`src/rtl/rx_subcarrier_serializer_if.sv`:
```
// Demapper-to-IDFT link for the subcarrier serializer: parallel block in, serial samples out.
// The master modport is the environment side (upstream demapper plus downstream consumer).
interface rx_subcarrier_serializer_if #(
   parameter int N_SC   = 12,
   parameter int DATA_W = 16,
   parameter int TAG_W  = 3
);
   logic                         i_valid;
   logic [N_SC-1:0][DATA_W-1:0]  i_real;
   logic [N_SC-1:0][DATA_W-1:0]  i_imag;
   logic [TAG_W-1:0]             i_tag;
   logic                         i_ready;
   logic                         o_valid;
   logic signed [DATA_W-1:0]     o_real;
   logic signed [DATA_W-1:0]     o_imag;
   logic                         o_sop;
   logic                         o_eop;
   logic [TAG_W-1:0]             o_tag;
   logic                         o_in_ready;
   logic                         o_overflow;
   logic [7:0]                   o_drop_cnt;

   modport master (
      output i_valid, i_real, i_imag, i_tag, i_ready,
      input  o_valid, o_real, o_imag, o_sop, o_eop, o_tag, o_in_ready, o_overflow, o_drop_cnt
   );

   modport slave (
      input  i_valid, i_real, i_imag, i_tag, i_ready,
      output o_valid, o_real, o_imag, o_sop, o_eop, o_tag, o_in_ready, o_overflow, o_drop_cnt
   );
endinterface

```
`src/rtl/rx_subcarrier_serializer.sv`:
```
// Ping-pong buffer that captures parallel subcarrier blocks and streams them out
// one complex sample per cycle, dropping (and counting) blocks when both banks are busy.
module rx_subcarrier_serializer #(
   parameter int N_SC   = 12,
   parameter int DATA_W = 16,
   parameter int TAG_W  = 3
) (
   input  logic                       i_clk,
   input  logic                       i_rst,
   rx_subcarrier_serializer_if.slave  bus
);
   localparam int IDX_W = (N_SC > 1) ? $clog2(N_SC) : 1;
   localparam logic [IDX_W-1:0] IDX_LAST = IDX_W'(N_SC - 1);

   typedef enum logic {IDLE, STREAM} state_t;

   state_t             state_reg, state_next;
   logic [IDX_W-1:0]   idx_reg, idx_next;
   logic               rd_ptr_reg, rd_ptr_next;
   logic               wr_ptr_reg;
   logic [1:0]         full_reg, full_next;
   logic               hs, last_hs, wr_ok, drop;

   logic [DATA_W-1:0]  mem_real [2][N_SC];
   logic [DATA_W-1:0]  mem_imag [2][N_SC];
   logic [TAG_W-1:0]   mem_tag  [2];

   logic [DATA_W-1:0]  real_reg, imag_reg;
   logic [TAG_W-1:0]   tag_reg;
   logic               sop_reg, eop_reg, overflow_reg;
   logic [7:0]         drop_cnt_reg;

   always_comb begin
      state_next  = state_reg;
      idx_next    = idx_reg;
      rd_ptr_next = rd_ptr_reg;
      hs          = (state_reg == STREAM) && bus.i_ready;
      last_hs     = hs && (idx_reg == IDX_LAST);

      case (state_reg)
         IDLE: begin
            if (full_reg[rd_ptr_reg]) begin
               state_next = STREAM;
               idx_next   = '0;
            end
         end
         STREAM: begin
            if (last_hs) begin
               idx_next    = '0;
               rd_ptr_next = ~rd_ptr_reg;
               // Chain straight into the other bank when it is already loaded.
               state_next  = full_reg[~rd_ptr_reg] ? STREAM : IDLE;
            end else if (hs) begin
               idx_next = idx_reg + 1'b1;
            end
         end
         default: state_next = IDLE;
      endcase

      // A bank being released by the final read handshake may be refilled in the same cycle.
      wr_ok     = bus.i_valid && (!full_reg[wr_ptr_reg] || (last_hs && (rd_ptr_reg == wr_ptr_reg)));
      drop      = bus.i_valid && !wr_ok;
      full_next = full_reg;
      if (last_hs) full_next[rd_ptr_reg] = 1'b0;
      if (wr_ok)   full_next[wr_ptr_reg] = 1'b1;
   end

   always_ff @(posedge i_clk) begin
      if (i_rst) begin
         state_reg    <= IDLE;
         idx_reg      <= '0;
         rd_ptr_reg   <= 1'b0;
         wr_ptr_reg   <= 1'b0;
         full_reg     <= '0;
         real_reg     <= '0;
         imag_reg     <= '0;
         tag_reg      <= '0;
         sop_reg      <= 1'b0;
         eop_reg      <= 1'b0;
         overflow_reg <= 1'b0;
         drop_cnt_reg <= '0;
      end else begin
         state_reg    <= state_next;
         idx_reg      <= idx_next;
         rd_ptr_reg   <= rd_ptr_next;
         wr_ptr_reg   <= wr_ptr_reg ^ wr_ok;
         full_reg     <= full_next;
         overflow_reg <= drop;
         if (drop && (drop_cnt_reg != 8'hFF)) drop_cnt_reg <= drop_cnt_reg + 8'd1;
         // Output data follows the next read position, so it holds naturally while stalled.
         if (state_next == STREAM) begin
            real_reg <= mem_real[rd_ptr_next][idx_next];
            imag_reg <= mem_imag[rd_ptr_next][idx_next];
            tag_reg  <= mem_tag[rd_ptr_next];
            sop_reg  <= (idx_next == '0);
            eop_reg  <= (idx_next == IDX_LAST);
         end else begin
            sop_reg  <= 1'b0;
            eop_reg  <= 1'b0;
         end
      end
   end

   always_ff @(posedge i_clk) begin
      if (wr_ok) begin
         for (int k = 0; k < N_SC; k++) begin
            mem_real[wr_ptr_reg][k] <= bus.i_real[k];
            mem_imag[wr_ptr_reg][k] <= bus.i_imag[k];
         end
         mem_tag[wr_ptr_reg] <= bus.i_tag;
      end
   end

   assign bus.o_valid    = (state_reg == STREAM);
   assign bus.o_real     = real_reg;
   assign bus.o_imag     = imag_reg;
   assign bus.o_tag      = tag_reg;
   assign bus.o_sop      = sop_reg;
   assign bus.o_eop      = eop_reg;
   assign bus.o_overflow = overflow_reg;
   assign bus.o_drop_cnt = drop_cnt_reg;
   assign bus.o_in_ready = !full_reg[wr_ptr_reg];
endmodule

```
`src/flat_wrapper.sv`:
```
// flat-port wrapper written by rule: the top's interface ports become plain ports
module rx_subcarrier_serializer_flat 
#(
   parameter int N_SC   = 12,
   parameter int DATA_W = 16,
   parameter int TAG_W  = 3
)
  (i_clk, i_rst, bus_i_valid, bus_i_real, bus_i_imag, bus_i_tag, bus_i_ready, bus_o_valid, bus_o_real, bus_o_imag, bus_o_sop, bus_o_eop, bus_o_tag, bus_o_in_ready, bus_o_overflow, bus_o_drop_cnt);
  rx_subcarrier_serializer_if #(.N_SC(N_SC), .DATA_W(DATA_W), .TAG_W(TAG_W)) bus_i ();
  input  logic i_clk;
  input  logic i_rst;
  input wire logic [$bits(bus_i.i_valid)-1:0] bus_i_valid;
  input wire logic [$bits(bus_i.i_real)-1:0] bus_i_real;
  input wire logic [$bits(bus_i.i_imag)-1:0] bus_i_imag;
  input wire logic [$bits(bus_i.i_tag)-1:0] bus_i_tag;
  input wire logic [$bits(bus_i.i_ready)-1:0] bus_i_ready;
  output wire logic [$bits(bus_i.o_valid)-1:0] bus_o_valid;
  output wire logic [$bits(bus_i.o_real)-1:0] bus_o_real;
  output wire logic [$bits(bus_i.o_imag)-1:0] bus_o_imag;
  output wire logic [$bits(bus_i.o_sop)-1:0] bus_o_sop;
  output wire logic [$bits(bus_i.o_eop)-1:0] bus_o_eop;
  output wire logic [$bits(bus_i.o_tag)-1:0] bus_o_tag;
  output wire logic [$bits(bus_i.o_in_ready)-1:0] bus_o_in_ready;
  output wire logic [$bits(bus_i.o_overflow)-1:0] bus_o_overflow;
  output wire logic [$bits(bus_i.o_drop_cnt)-1:0] bus_o_drop_cnt;
  assign bus_i.i_valid = bus_i_valid;
  assign bus_i.i_real = bus_i_real;
  assign bus_i.i_imag = bus_i_imag;
  assign bus_i.i_tag = bus_i_tag;
  assign bus_i.i_ready = bus_i_ready;
  assign bus_o_valid = bus_i.o_valid;
  assign bus_o_real = bus_i.o_real;
  assign bus_o_imag = bus_i.o_imag;
  assign bus_o_sop = bus_i.o_sop;
  assign bus_o_eop = bus_i.o_eop;
  assign bus_o_tag = bus_i.o_tag;
  assign bus_o_in_ready = bus_i.o_in_ready;
  assign bus_o_overflow = bus_i.o_overflow;
  assign bus_o_drop_cnt = bus_i.o_drop_cnt;
  rx_subcarrier_serializer #(.N_SC(N_SC), .DATA_W(DATA_W), .TAG_W(TAG_W)) u_core (.i_clk(i_clk), .i_rst(i_rst), .bus(bus_i));
endmodule
```
`config.mk`:
```
export PLATFORM = sky130hd
export DESIGN_NAME = rx_subcarrier_serializer_flat
export DESIGN_NICKNAME = d
export VERILOG_FILES = /design/src/rtl/rx_subcarrier_serializer_if.sv /design/src/rtl/rx_subcarrier_serializer.sv /design/src/flat_wrapper.sv
export SDC_FILE = /design/constraint.sdc
export NUM_CORES = 1
export LEC_CHECK = 0
export BUFFER_PORTS_ARGS = -buffer_cell sky130_fd_sc_hd__buf_2
export CORE_MARGIN = 2
export CORE_UTILIZATION = 57
export CTS_CLUSTER_DIAMETER = 60
export DETAILED_ROUTE_END_ITERATION = 12
export PLACE_DENSITY = 0.77
export SLEW_MARGIN = 20
export SYNTH_ARGS = -nofsm -noshare
export SYNTH_HDL_FRONTEND = slang
export SYNTH_SLANG_ARGS = --single-unit
```
`constraint.sdc`:
```
create_clock -name i_clk -period 14.1 [get_ports i_clk]
set_input_delay 1.41 -clock i_clk [delete_from_list [all_inputs] [get_ports i_clk]]
set_output_delay 1.41 -clock i_clk [all_outputs]
set_load 0.02 [all_outputs]
```
==> flow_metrics.env <==
export IMPL_critical_path_arrival_ps=4830
export IMPL_cts_hold_buffers=0
export IMPL_p_total_w=0.005557
export IMPL_syn_area_um2=32060
export IMPL_die_y_um=241.2
export IMPL_layout_drive_gt1_share_pct=32.37
export IMPL_worst_slew_pin_slew_ps=1131
export IMPL_ys_flop_type="edfxtp_1"
export IMPL_hp_class="reg2reg"
export IMPL_final_hold_violation_count=0
export IMPL_synthToLayoutAreaGrowth_pct=17.12
export IMPL_viasPerCell=6.066
export IMPL_slew_violations=0
export IMPL_die_w_um=241.2
export IMPL_irDropWorstVdd_mv=0.1114
export IMPL_dp_cells=2856
export IMPL_tns_ps=0
export IMPL_grt_pass1_vias=18710
export IMPL_start_util_pct=57.97
export IMPL_drtPass1Iterations=5
export IMPL_seqCellArea_um2=24340
export IMPL_leakage_nw=13.33
export IMPL_rsz0062_at_grt="false"
export IMPL_fin_cells=3027
export IMPL_status="complete, no violations"
export IMPL_clock_sinks=829
export IMPL_routedWlPerCell_um=26.31
export IMPL_grt_overflow=0
export IMPL_multi_input_area_um2=7142
export IMPL_clkTransAtPathRegs_ps=70
export IMPL_power_density_nw_per_um2=148.0
export IMPL_yosysWarningCount=0
export IMPL_grt_max_degree=176
export IMPL_cts_resized=0
export IMPL_nets=2587
export IMPL_cp_endpoint="u_core.bus.o_real[2]"
export IMPL_cts_root_buf="clkbuf_16"
export IMPL_core_um2=55310
export IMPL_yosysMostFrequentCell="edfxtp_1"
export IMPL_cp_max_fo=61
export IMPL_p_sw_w=0.001229
export IMPL_clkPwrFrac_pct=38.1
export IMPL_timing_rr_start="u_core.idx_reg[1]"
export IMPL_async_flop_share_pct=0
export IMPL_post_route_min_period_ps=4369
export IMPL_fin_crit_sh_pct=30.98
export IMPL_avgSynthCellArea_um2=18.44
export IMPL_syn_nets=2134
export IMPL_p_seq_share_pct=53.6
export IMPL_clock_skew_ps=18.25
export IMPL_drtIter0Drc=1737
export IMPL_setup_viol=0
export IMPL_rows=86
export IMPL_cts_tree="built"
export IMPL_drv_cap=0
export IMPL_die_area_um2=58170
export IMPL_drc_errors=0
export IMPL_synth_top_area_cell="edfxtp_1"
export IMPL_grt_pass1_wl_um=114800
export IMPL_sw_frac_of_total_pct=22.12
export IMPL_gp_congestion=0.8460
export IMPL_synth_edf_count=774
export IMPL_required_ps=14560
export IMPL_drt_total_wl_um=79650
export IMPL_whs_path_depth=1
export IMPL_io_pins=439
export IMPL_cts_setup_buffers=0
export IMPL_comb_power_share_pct=8.3
export IMPL_io_buffer_count=438
export IMPL_start_kind="input port"
export IMPL_r2r_cells=8
export IMPL_internal_power_w=0.004328
export IMPL_seq_area_frac_synth_pct=75.92
export IMPL_grtUsageTotal_pct=27.20
export IMPL_slew_headroom_pct=24.62
export IMPL_criticalPathCategory="in2reg"
export IMPL_vias=18360
export IMPL_end_kind="register"
export IMPL_r2r_slack_ps=9960
export IMPL_htreeDepth=3
export IMPL_setup_slack_ps=9731
export IMPL_ant_nets=0
export IMPL_antenna_found_initial=43
export IMPL_fill_cells=3683
export IMPL_hpwl_um=52150
export IMPL_synth_cells=1739
export IMPL_cts_buffers=81
export IMPL_top_regs="u_core.mem_imag x384, u_core.mem_real x384"
export IMPL_crit_path_start="bus_i_ready"
export IMPL_synth_top_area_share_pct=72.49
export IMPL_synth_seq_cells=829
export IMPL_cts_buffer_depth=3
export IMPL_place_ws_ps=8847
export IMPL_synthTopCellsByArea="edfxtp_1, mux4_2, dfxtp_1"
export IMPL_clock_latency_ps=620
export IMPL_r2r_end="u_core.bus.o_real[2]"
export IMPL_synth_common_cells="edfxtp_1, nand2_1, mux4_2, dfxtp_1, mux2i_1"
export IMPL_fmax_mhz=228.9
export IMPL_yosysUniqueCellTypes=77
through the flow:
| stage | utilization (%) | hold WS, ps | instance area [um^2] |
|---|---|---|---|
| 3_3_place_gp | 63.02 | 449.1 | 34850 |
| 6_report | 67.90 | 464.5 | 37550 |
| 2_1_floorplan | - | 469.5 | 32060 |
| 4_1_cts | 67.73 | 471.1 | 37460 |
| 5_1_grt | 67.86 | 477.2 | 37530 |
| 3_5_place_dp | 63.02 | 457.3 | 34850 |
layout by cell type (no fill, tap or decap), types with 11 or more instances in the layout:
master / Yosys / routed
edfxtp_1: 774 / 774
buf_2: 27 / 438
nand2_1: 165 / 165
mux4_2: 107 / 107
clkbuf_16: 0 / 85
dfxtp_1: 55 / 55
mux2i_1: 53 / 53
nand3_1: 52 / 52
and3_1: 48 / 48
nor2_1: 44 / 41
a21boi_0: 30 / 30
o21ai_0: 30 / 30
buf_4: 11 / 28
clkbuf_1: 38 / 25
diode_2: 0 / 24
a22o_1: 24 / 24
a31oi_1: 21 / 21
a21oi_1: 20 / 19
a32oi_1: 18 / 18
a311oi_1: 17 / 17
a22oi_1: 16 / 16
nand4_1: 15 / 15
a211oi_1: 11 / 11
per-layer routing:
metal	global-route usage [%]	routed length (um)	vias to the layer above
li1	-	-	8021
met1	36.27	30690	9274
met2	43.29	38950	863
met3	7.789	7538	167
met4	9.689	2230	38
met5	0	244	-
worst min-delay path by stage:
stage | from | endpoint | slack (ps)
after floorplan | u_core.full_reg[1] | u_core.full_reg[1] | 470
after global placement | u_core.bus.o_imag[1] | u_core.bus.o_imag[1] | 450
after detailed placement | u_core.bus.o_imag[1] | u_core.bus.o_imag[1] | 460
after CTS | u_core.bus.o_imag[1] | u_core.bus.o_imag[1] | 470
after global routing | u_core.bus.o_imag[1] | u_core.bus.o_imag[1] | 480
final | u_core.bus.o_imag[1] | u_core.bus.o_imag[1] | 460
worst max-delay path: stages:
cell and delay, ps:
buf_2 170, nand2_2 120, o21bai_2 430, and2_4 570, buf_4 820, mux4_2 410
a22oi_1 610, o211ai_1 200
cell families after synthesis:
| kind of cell | share of synthesized area (%) |
|---|---|
| AO/OA/AOI/OAI | 6.111 |
| XOR/XNOR | 0.1912 |
| adder cells (fa/ha/maj) | 0.1561 |
| buffers and inverters | 2.135 |
| flip-flops | 75.92 |
| multiplexers | 10.02 |
| AND/OR/NAND/NOR | 5.459 |
power groups by stage:
stage / sequential, W / clock, W / combinational, W
after floorplan: 0.00311 / 0 / 0.000249
after global placement: 0.00302 / 0 / 0.000445
after detailed placement: 0.00303 / 0 / 0.000460
after CTS: 0.00298 / 0.00214 / 0.000462
after global routing: 0.00299 / 0.00224 / 0.000495
final: 0.00298 / 0.00212 / 0.000460
area by class of cell:
class / instances / area share, %
flip-flops and latches: 829 / 64.83
inverters: 4 / 0.03998
clock buffers: 117 / 6.171
clock inverters: 29 / 0.7697
multi-input cells: 808 / 19.02
well taps: 748 / 2.492
repair buffers: 468 / 6.524
diodes: 24 / 0.1599
No activity file was read; power rests on OpenSTA's default activity.
